--- src/rtl/parity_check_rx_serial.sv ---
// parity_check_rx_serial
//   Bit-serial UART RX parity checker. Parity is accumulated one bit at a time as the
//   RX sampler delivers data bits, so no parallel data word is needed. The frame length,
//   parity mode and parity enable are configured at run time and latched on frame_start.
//   A parity result is reported once per frame.
//
// Optional feature macro: PAR_ERR_CNT_EN
//   When defined, the CNT_W parameter and the err_cnt output exist. err_cnt is a
//   saturating count of par_err pulses. When undefined, both the parameter and the
//   counter logic are removed.
//
// Ports
//   CLK            system clock, rising edge
//   RST            synchronous reset, active-high
//   frame_start    1-cycle pulse after the start bit: latch config, clear accumulator
//   data_len       data bits per frame (0 or > MAX_DATA_LENGTH selects MAX_DATA_LENGTH)
//   par_mode       00 even, 01 odd, 10 mark, 11 space
//   par_en         frame carries a parity bit
//   sample_valid   sample_bit holds the next received bit
//   sample_bit     received bit (data LSB first, then parity)
//   par_clr        clears par_err_sticky (and err_cnt)
//   busy           frame in progress (DATA or PAR)
//   par_done       1-cycle pulse: frame evaluation complete
//   par_err        1-cycle pulse with par_done when parity mismatched
//   par_err_sticky set by par_err, held until par_clr or RST
//   err_cnt        saturating par_err count (PAR_ERR_CNT_EN only)
module parity_check_rx_serial #(
  parameter int unsigned MAX_DATA_LENGTH = 9,
`ifdef PAR_ERR_CNT_EN
  parameter int unsigned CNT_W           = 8,
`endif
  parameter int unsigned LEN_W           = 4
) (
  input  logic             CLK,
  input  logic             RST,
  input  logic             frame_start,
  input  logic [LEN_W-1:0] data_len,
  input  logic [1:0]       par_mode,
  input  logic             par_en,
  input  logic             sample_valid,
  input  logic             sample_bit,
  input  logic             par_clr,
  output logic             busy,
  output logic             par_done,
  output logic             par_err,
`ifdef PAR_ERR_CNT_EN
  output logic [CNT_W-1:0] err_cnt,
`endif
  output logic             par_err_sticky
);

  localparam logic [LEN_W-1:0] MaxLen = LEN_W'(MAX_DATA_LENGTH);

  typedef enum logic [1:0] {StIdle, StData, StPar} state_e;

  state_e           state_q, state_d;
  logic             acc_q, acc_d;
  logic [LEN_W-1:0] bit_cnt_q, bit_cnt_d;
  logic [LEN_W-1:0] len_q, len_d;
  logic [1:0]       mode_q, mode_d;
  logic             en_q, en_d;
  logic             done_q, done_d;
  logic             err_q, err_d;
  logic             sticky_q, sticky_d;
  logic [LEN_W-1:0] len_clamped;
  logic             exp_bit;

  // Zero or an oversized request falls back to the largest supported frame.
  always_comb begin
    len_clamped = data_len;
    if ((data_len == '0) || (data_len > MaxLen)) begin
      len_clamped = MaxLen;
    end
  end

  always_comb begin
    exp_bit = acc_q;
    case (mode_q)
      2'b00:   exp_bit = acc_q;
      2'b01:   exp_bit = ~acc_q;
      2'b10:   exp_bit = 1'b1;
      default: exp_bit = 1'b0;
    endcase
  end

  always_comb begin
    state_d   = state_q;
    acc_d     = acc_q;
    bit_cnt_d = bit_cnt_q;
    len_d     = len_q;
    mode_d    = mode_q;
    en_d      = en_q;
    done_d    = 1'b0;
    err_d     = 1'b0;
    // frame_start outranks everything: it aborts any frame and drops a coincident sample.
    if (frame_start) begin
      state_d   = StData;
      acc_d     = 1'b0;
      bit_cnt_d = '0;
      len_d     = len_clamped;
      mode_d    = par_mode;
      en_d      = par_en;
    end else if (sample_valid) begin
      case (state_q)
        StData: begin
          acc_d     = acc_q ^ sample_bit;
          bit_cnt_d = bit_cnt_q + LEN_W'(1);
          if (bit_cnt_d == len_q) begin
            if (en_q) begin
              state_d = StPar;
            end else begin
              state_d = StIdle;
              done_d  = 1'b1;
            end
          end
        end
        StPar: begin
          state_d = StIdle;
          done_d  = 1'b1;
          err_d   = (sample_bit != exp_bit);
        end
        default: ;
      endcase
    end
  end

  // Sticky follows the registered pulse so a par_clr seen with par_err loses to the set.
  always_comb begin
    sticky_d = sticky_q;
    if (err_q) begin
      sticky_d = 1'b1;
    end else if (par_clr) begin
      sticky_d = 1'b0;
    end
  end

  always_ff @(posedge CLK) begin
    if (RST) begin
      state_q   <= StIdle;
      acc_q     <= 1'b0;
      bit_cnt_q <= '0;
      len_q     <= '0;
      mode_q    <= 2'b00;
      en_q      <= 1'b0;
      done_q    <= 1'b0;
      err_q     <= 1'b0;
      sticky_q  <= 1'b0;
    end else begin
      state_q   <= state_d;
      acc_q     <= acc_d;
      bit_cnt_q <= bit_cnt_d;
      len_q     <= len_d;
      mode_q    <= mode_d;
      en_q      <= en_d;
      done_q    <= done_d;
      err_q     <= err_d;
      sticky_q  <= sticky_d;
    end
  end

`ifdef PAR_ERR_CNT_EN
  logic [CNT_W-1:0] cnt_q, cnt_d;

  // A clear coincident with an error leaves a count of one.
  always_comb begin
    cnt_d = cnt_q;
    if (par_clr) begin
      cnt_d = CNT_W'(err_q);
    end else if (err_q && (cnt_q != '1)) begin
      cnt_d = cnt_q + CNT_W'(1);
    end
  end

  always_ff @(posedge CLK) begin
    if (RST) begin
      cnt_q <= '0;
    end else begin
      cnt_q <= cnt_d;
    end
  end

  assign err_cnt = cnt_q;
`endif

  assign busy           = (state_q != StIdle);
  assign par_done       = done_q;
  assign par_err        = err_q;
  assign par_err_sticky = sticky_q;

endmodule

--- config.mk ---
export PLATFORM = sky130hd
export DESIGN_NAME = parity_check_rx_serial
export DESIGN_NICKNAME = d
export VERILOG_FILES = /design/src/rtl/parity_check_rx_serial.sv
export SDC_FILE = /design/constraint.sdc
export NUM_CORES = 1
export LEC_CHECK = 0
export BUFFER_PORTS_ARGS = -buffer_cell sky130_fd_sc_hd__buf_2
export CAP_MARGIN = 10
export CORE_UTILIZATION = 43
export CTS_CLUSTER_SIZE = 10
export DETAILED_ROUTE_END_ITERATION = 7
export PLACE_DENSITY_LB_ADDON = 0.05
export SLEW_MARGIN = 20
export SYNTH_ARGS = -nofsm -noshare
export SYNTH_HDL_FRONTEND = slang
export SYNTH_SLANG_ARGS = --single-unit
--- constraint.sdc ---
create_clock -name CLK -period 2 [get_ports CLK]
set_clock_uncertainty 0.05 [all_clocks]
set_input_delay 0.3 -clock CLK [delete_from_list [all_inputs] [get_ports CLK]]
set_output_delay 0.3 -clock CLK [all_outputs]
set_load 0.03 [all_outputs]
Yosys cells after proc, flatten, opt, wreduce, memory -nomap -nowiden
Index checks and enable logic that the tools add are counted.

word-level totals
  register bits after elaboration = 17
  bits of input ports = 13
  output and inout port bits = 4
  word-level logic and storage cells = 50

cells by class
  add/sub/neg operators = 1
  magnitude comparators = 1
  equal/unequal tests = 8
  muxes and demuxes = 12
  bitwise logic cells = 4
  reduce and logical (&&, ||, !) cells = 14

operators by type and width
  cell                 count
  $reduce_bool 2->1    4
  $mux 1               6
  $reduce_and 3->1     2
  $add 4x1->4 const B  1
  $eq 2x1->1 const B   2
  $eq 2x2->1 const B   2
  $eq 4x4->1           1
  $gt 4x4->1 const B   1
  $logic_not 4->1      1
  $mux 2               2
  $mux 4               1
  $pmux 2 s2           1
  $reduce_or 4->1      1
  $ne 3x3->1 const B   1
  $not 1->1            3
  $pmux 1 s3           1
  $reduce_bool 3->1    1
  $reduce_or 3->1      1
  $logic_not 2->1      1
  $ne 2x2->1 const B   1
  $pmux 1 s2           1
  $reduce_and 2->1     1
  $reduce_or 2->1      1
  $logic_or 1x1->1     1
  2 further kinds      2

Longest topological paths before layout
Gate-level depths: netlist of the first run.

  depth after elaboration = 6
  mapped depth = 5
  mapped depth without buffers = 5

Least setup slack after synthesis of the first run
OpenSTA, ideal clock, no wires.

  path type = reg2reg
  from = reg bit_cnt_q[0]
  to = reg state_q[1]
  setup time = 0.072 ns
  arrival time = 1.421 ns
  required time = 1.878 ns
  slack = 0.457 ns
  stages on the path, launching flop included = 6
  buffers on the path = 0
  period minus slack after synthesis = 1.543 ns
  cells stage by stage = dfxtp_1 ha_1 xnor2_2 nand3_2 o31ai_2 mux2i_1

between the ends
  longest elaborated chain between the ends = 4

ends and longest elaborated chain
  element                            RTL line  text
  start: declaration                 58        logic [LEN_W-1:0] bit_cnt_q, bit_cnt_d;
  start signal: assignment           151       bit_cnt_q <= bit_cnt_d;
  $add 4x1->4                        107       bit_cnt_d = bit_cnt_q + LEN_W'(1);
  $eq 4x4->1                         108       if (bit_cnt_d == len_q) begin
  $ne 2x2->1 (no source line)        --
  $reduce_and 3->1 (no source line)  --
  end signal: assignment             139       state_q <= StIdle;
  end signal: assignment             149       state_q <= state_d;
  end: declaration                   56        state_e state_q, state_d;

Every way passes these cells.
A chain may end at the register's enable or synchronous reset.

Final worst setup path of the first run
Ends and elaborated chain as after synthesis.

==> impl_results.md, run 1 <==
* Die height at 45.99 um
* Yosys reg bits at 17
* Ys Warns at 0
* Clock Latency Late Sink at approximately 0.28 ns
* Share of cells above drive strength 1 at 0.2264
* Sequential cell area fraction in the yosys report at 0.4090
* Area Overhead vs Synth at 15.64%
* MaxCap Viol Count at 0
* Starting Density at 0.4716
* Required time worst endpoint at ~2.2 ns
* Final instance area at 962.2 um2
* Buf/Inv on CP at 0
* Layout net count at roughly 120
* Via Count at about 630
* RSZ-0062 raised after global routing: false
* Total GRT Usage at 0.1589
* TritonCTS buffer count at 3
* Static leakage at 0.4128 nW
* Final Slew Violations at 0
* Clock buffer depth at 2
* Placer Congestion at roughly 0.74
* Type of element capturing the critical path: register
* Clock transition at path regs at 0.10 ns
* Status: finished clean
* Worst hold path endpoint: mode_q[1]$_SDFFE_PP0P_
* Crit Path Category: register to register
* Clk root buf: clkbuf_4
* Number of global-route vias before repair at 575
* Row cnt at 15
* Total core area at between 0.0015 and 0.002 mm2
* Remaining DRCs at 0
* Drt wl/cell at 10.98 um
* Synth Cell Area at between 800 and 900 um2
* IO Count at 17
* Slowest CP cell: dfxtp_1
* Reg2Reg Depth at 5
* Clock sink total at 17
* 1st-iter DRT viols at 2
* Hold buffer count at CTS at 0
* Reg2reg end: state_q[1]$_SDFFE_PP0P_
* CP Cell Sequence: ha_1 -> xnor2_2 -> nand3_2 -> o31ai_2 -> mux2i_1
* CP Data Arrival Time at 1.80 ns
* VDD IR-drop max at around 0.48 mV
* Final count of negative-setup-slack endpoints at 0
* Placed Cells at 127
* Largest fanout on the critical path at 4
* Post-CTS resize count at 0
* Diode count at 0
* Setup bufs post-CTS at 0
* Hold_sp: par_mode[1]
* Reg2reg start: bit_cnt_q[0]$_SDFFE_PP0P_
* CP Launch Type: register
* Count of cell types in the netlist at 27
* DIE AREA at between 0.002 and 0.0025 mm2
* Syn Inst Count at 88
* Routed WL at 1439 um
* First-pass GRT wire length at 2435 um
* GR Overflow Total at 0
* Slew margin rel. at 0.8212
* Die width at 45.99 um
* Final cell count without fillers at 131
* DP Area at 935.9 um2
* Sum Neg Setup Slack at 0 ns
* R2r setup slk at between 0.3 and 0.4 ns
* Final min period at about 1.6 ns
* Initial antenna violation count at 0
* Port Buffers at 16
* Crit path max-delay family: flip-flops
* Worst Max-Slew Pin Slew at 0.2644 ns
* Synth Area per Inst at between 9 and 10 um2
* CTS tree: done
* Antenna-violating nets left at 0
* HP Class: input port to register
* Pwr dens at 657.2 mW/mm2
* Tcrit/Tclk final at 0.8164
* Via density at 4.794
* First drt pass iteration count at 3
* Final Hold Viols at 0
* Hold depth at 3
* Max incr delay on CP at around 0.44 ns
* H-tree depth at 1
* Syn Nets at 105
* DP Wirelength at 1108 um
* Peak Freq at 612.4 MHz
* Pin count of the biggest net entering global routing at 15
worst reg2reg max path, stage by stage, from the launching register on:
cell and delay (ns):
dfxtp_1 0.44, ha_1 0.30, xnor2_2 0.17, nand3_2 0.09, o31ai_2 0.31, mux2i_1 0.20
cell type report:
cell class	count	area (um2)
Fill cell	181	802.0
Multi-Input combinational cell	65	469.2
Sequential cell	17	340.3
Timing Repair Buffer	16	80.08
Tap cell	25	31.28
Clock buffer	4	26.28
Inverter	4	15.01
kinds of logic (layout without fill, tap and decap cells):
family / count (synthesis) / count (layout) / synth area share
AND/OR/NAND/NOR: 35 / 35 / 0.2135
flip-flops: 17 / 17 / 0.4090
AO/OA/AOI/OAI: 11 / 11 / 0.09171
XOR/XNOR: 11 / 11 / 0.1504
buffers and inverters: 6 / 24 / 0.02705
adder cells (fa/ha/maj): 4 / 4 / 0.06015
multiplexers: 4 / 4 / 0.04812
report_power, final:
part | internal, W | switching (W)
clock | 0.0000773 | 0.000103
sequential | 0.000350 | 0.00000920
combinational | 0.0000420 | 0.0000502
total | 0.000470 | 0.000163
worst max path at each step:
stage	cells past startpoint	slack, ns	start	to
finish	5	0.37	bit_cnt_q[0]$_SDFFE_PP0P_	state_q[1]$_SDFFE_PP0P_
global route	5	0.21	bit_cnt_q[0]$_SDFFE_PP0P_	state_q[1]$_SDFFE_PP0P_
CTS	5	0.35	bit_cnt_q[0]$_SDFFE_PP0P_	state_q[1]$_SDFFE_PP0P_
detailed placement	5	0.38	bit_cnt_q[0]$_SDFFE_PP0P_	state_q[1]$_SDFFE_PP0P_
global placement	5	0.42	bit_cnt_q[0]$_SDFFE_PP0P_	state_q[1]$_SDFFE_PP0P_
floorplan	5	0.46	bit_cnt_q[0]$_SDFFE_PP0P_	state_q[1]$_SDFFE_PP0P_
state kept, by name (all words and copies together), names as in the netlist:
signal,count
acc_q,1
bit_cnt_q,4
en_q,1
len_q,4
mode_q,2
par_done,1
par_err,1
par_err_sticky,1
state_q,2
layer usage:
| layer | track usage | vias up | share of wire |
|---|---|---|---|
| met5 | 0 | - | 0 |
| met4 | 0.03529 | 0 | 0 |
| met3 | 0.03571 | 0 | 0.030 |
| met2 | 0.2451 | 11 | 0.45 |
| met1 | 0.2241 | 282 | 0.52 |
| li1 | - | 335 | - |
through the flow:
stage | hold slack, ns | total power [W] | util | setup slack, ns
after floorplan | 0.3892 | 0.0004298 | - | 0.4572
after global placement | 0.3971 | 0.0004581 | 0.5305 | 0.4156
after detailed placement | 0.4057 | 0.0004604 | 0.5305 | 0.3847
after CTS | 0.2132 | 0.0006401 | 0.5454 | 0.3502
after global routing | 0.2109 | 0.0006707 | 0.5454 | 0.2107
final | 0.2117 | 0.0006323 | 0.5454 | 0.3671
synthesized netlist by cell type:
master | n | area, um2
nand3_1 | 5 | 25.02
o21ai_0 | 1 | 5.000
a211oi_1 | 2 | 15.01
xnor2_2 | 1 | 16.27
nor2_1 | 15 | 56.30
a21oi_1 | 5 | 25.02
xnor2_1 | 3 | 26.28
inv_1 | 4 | 15.01
or2_2 | 1 | 6.260
xor2_2 | 1 | 16.27
nand2b_1 | 3 | 18.77
ha_1 | 4 | 50.05
or3_1 | 1 | 6.260
buf_1 | 1 | 3.750
dfxtp_1 | 17 | 340.3
nor3_1 | 1 | 5.000
nor4b_1 | 1 | 8.760
nand2_1 | 3 | 11.26
nand3b_1 | 4 | 30.03
o2111a_1 | 1 | 11.26
xor2_1 | 5 | 43.79
xnor3_1 | 1 | 22.52
clkbuf_1 | 1 | 3.750
o31ai_2 | 1 | 12.51
o31ai_1 | 1 | 7.510
nand3_2 | 1 | 10.01
mux2i_1 | 4 | 40.04
layout by cell type, fill, tap and decap left out, drive strengths merged:
cell type	netlist	layout
a211oi	2	2
nand3b	4	4
xor2	6	6
or2	1	1
nand2b	3	3
xnor3	1	1
nand2	3	3
ha	4	4
inv	4	4
nor4b	1	1
o31ai	2	2
mux2i	4	4
xnor2	4	4
dfxtp	17	17
nor3	1	1
o2111a	1	1
nand3	6	6
or3	1	1
o21ai	1	1
buf	1	16
nor2	15	15
a21oi	5	5
clkbuf	1	4
No activity file was read; power rests on OpenSTA's default activity.
==> run 2: changes to the inputs <==
ABC_AREA = 1   (was unset)
CORE_ASPECT_RATIO = 1.5   (was unset)
clock period = 1.5 ns   (was 2 ns; I/O delays follow)
==> run 2 against run 1 <==
Compared with the run above: sequential cell count unchanged; design area up 5.6%; synthesized cell count up 36%; combinational power up 61%; worst setup slack worse by 0.27 ns; cell count up 24%; highest routed layer is now met4; clock-buffer cell count unchanged; area after synthesis up 3.3%; critical endpoint is now busy; sequential share of layout area down 1.6 points.
==> impl_results.md, run 2 <==
* Clk root buf: clkbuf_4
* TritonCTS buffer count at 3 (unchanged)
* Clock transition at path regs at 0.09 ns (about the same)
* Final Hold Viols at 0 (unchanged)
* Area contributors post-synth: dfxtp_1 (40%), nand2_1 (10%), inv_1 (8.7%)
* Async set or reset register ratio after synthesis at 0 (unchanged)
* Port Buffers at 16 (unchanged)
* Peak Freq at 713.8 MHz
* Diode count at 0 (unchanged)
* CP Data Arrival Time at 1.13 ns (-0.67 ns)
* Initial antenna violation count at 0 (unchanged)
* Layout Utilization at 0.5479 (+0.002518)
* Final instance area at 0.001016 mm2 (+5.6%)
* CP Launch Type: register
* Synth Cell Area at 859.6 um2 (+3.3%)
* DP Wirelength at 1345 um (+21%)
* Ys Warns at 0 (unchanged)
* First-pass GRT wire length at 2808 um (+15%)
* Syn Nets at 137 (+30%)
* Routed WL at 1649 um (+15%)
* Clock sink total at 17 (unchanged)
* Status: finished clean
* Via Count at 817 (+30%)
* 1st-iter DRT viols at 16 (+14)
* IO Count at 17 (unchanged)
* Setup bufs post-CTS at 0 (unchanged)
* MaxCap Viol Count at 0 (unchanged)
* DIE AREA at 0.002186 mm2 (+3.3%)
* CTS tree: done
* Largest fanout on the critical path at 3 (-1)
* Synth Area per Inst at 7.163 um2 (-24%)
* Final Slew Violations at 0 (unchanged)
* Clock Latency Late Sink at 0.28 ns (about the same)
* Die height at 56.76 um (+23%)
* Drt wl/cell at 10.12 um (-7.9%)
* Required time worst endpoint at 1.22 ns (-0.95 ns)
* Total core area at 0.001854 mm2 (+5.1%)
* H-tree depth at 1 (unchanged)
* Sum Neg Setup Slack at 0 ns (unchanged)
* Final cell count without fillers at 163 (+24%)
* Total GRT Usage at 0.1806 (+0.02164)
* Area Overhead vs Synth at 18.19%
* Count of cell types in the netlist at 20 (-26%)
* First drt pass iteration count at 3 (unchanged)
* Starting Density at 0.4636 (-0.008069)
* Most frequent cells in the layout: nand2_1 (22), inv_1 (20), dfxtp_1 (15), buf_2 (15), nand3_1 (13)
* Registers with the most flip-flops: bit_cnt_q (4), len_q (4)
* Worst Max-Slew Pin Slew at 0.2213 ns (-0.04308 ns)
* Most frequently used flop master after synthesis: dfxtp_1
* Placed Cells at 159 (+25%)
* Most frequent cell after synthesis: nand2_1
* Row cnt at 19 (+4)
* HP Class: input port to register
* Most common cell after layout, fill and taps aside: nand2_1
* Final min period at around 1.4 ns
* GR Overflow Total at 0 (unchanged)
* Yosys reg bits at 17 (unchanged)
* Layout net count at 160 (+29%)
* Remaining DRCs at 0 (unchanged)
* Die width at 38.51 um (-16%)
* Final count of negative-setup-slack endpoints at 0 (unchanged)
* Top cells by count, synth: nand2_1 (23), inv_1 (20), dfxtp_1 (17)
* Pwr dens at 858.6 mW/mm2 (+31%)
* Fillers at 203 (+12%)
* Static leakage at 0.4855 nW (+18%)
* Pin count of the biggest net entering global routing at 10 (-5)
* Antenna-violating nets left at 0 (unchanged)
* Type of element capturing the critical path: output pin
* Area leader, netlist: dfxtp_1
* Crit Path Category: register to output pin
* Via density at 5.012 (+4.6%)
* Syn Inst Count at 120 (+36%)
* EDFF count, synth at 0 (unchanged)
* Hold buffer count at CTS at 0 (unchanged)
* Post-synth top area share at 0.3959 (-0.01310)
* Post-CTS resize count at 0 (unchanged)
* Slew margin rel. at 0.8509 (+0.02964)
* Placer Congestion at 0.7740 (+5.2%)
* Share of cells above drive strength 1 at 0.2254 (-0.001063)
* Number of global-route vias before repair at 722 (+26%)
* VDD IR-drop max at 0.6728 mV (+41%)
* Clock buffer depth at 2 (unchanged)
* DP Area at 979.7 um2 (+4.7%)
* Tcrit/Tclk final at 0.9340
* Sequential cell area fraction in the yosys report at 0.3959 (-0.01310)
[run 2: cell types whose count changed in the layout (fill, tap and decap cells not counted), moves of 4 or more]
cell      delta
inv_1       +16
mux2i_1      -4
xor2_1       -4
nand2_1     +19
o21ai_0      +9
nand2_2      +5
nand3_1      +8
nor2_1       -8
buf_4        +4
nand3b_1     -4
[run 2: path summary, 6_finish.rpt]
kind | from | to | slack, ns | cells past startpoint
worst max-delay path | state_q[1]$_SDFFE_PP0P_ | busy | 0.1 | 4
worst min-delay path | RST | par_err_sticky$_SDFFE_PP0P_ | 0.07 | 2
worst max register to register | bit_cnt_q[1]$_SDFFE_PP0P_ | state_q[1]$_SDFFE_PP0P_ | 0.11 | 9
worst min register to register | mode_q[0]$_SDFFE_PP0P_ | mode_q[0]$_SDFFE_PP0P_ | 0.42 | 2
[run 2: cells by family (layout without fill, tap and decap cells)]
kind of cell               count (synthesis)  in the layout  share of synthesized area
DFF                                       17             17                     0.3959
AOI/OAI and AO/OA                         22             22                     0.1427
and+or+nand+nor                           53             53                     0.2766
xor gates and xnor gates                   2              2                    0.02038
buffers and inverters                     22             44                     0.1063
adders and majority gates                  4              4                    0.05823
[run 2: where the power goes]
group          switching [W]  internal (W)
sequential         0.0000144      0.000471
clock               0.000135      0.000103
combinational      0.0000860     0.0000620
[run 2: critical path: stages (launching register included)]
cell and delay [ns]:
dfxtp_1 0.37, inv_1 0.07, ha_1 0.17, inv_1 0.05, clkbuf_4 0.18
[run 2: layout make-up]
| type | count | area, um2 | area share |
|---|---|---|---|
| Clock buffer | 4 | 26.28 | 0.02586 |
| Inverter | 20 | 75.07 | 0.07389 |
| Multi-Input combinational cell | 81 | 432.9 | 0.4261 |
| Sequential cell | 17 | 342.8 | 0.3374 |
| Tap cell | 21 | 26.28 | 0.02586 |
| Timing Repair Buffer | 20 | 112.6 | 0.1108 |
[run 2: per-stage QoR]
stage / hold WS, ns / setup slack (ns) / power [W]
global placement: 0.3712 / 0.1061 / 0.0006385
floorplan: 0.2474 / 0.09060 / 0.0005954
global route: 0.06495 / -0.002471 / 0.0009374
CTS: 0.06165 / 0.04173 / 0.0008813
detailed placement: 0.3739 / 0.04887 / 0.0006426
finish: 0.07305 / 0.09902 / 0.0008723
[run 2: metal layers]
metal	up-vias	share of wire	GRT usage
met5	-	0	0
li1	440	-	-
met3	2	0.020	0.03557
met4	0	0.0097	0.08867
met1	365	0.45	0.2080
met2	10	0.52	0.3000
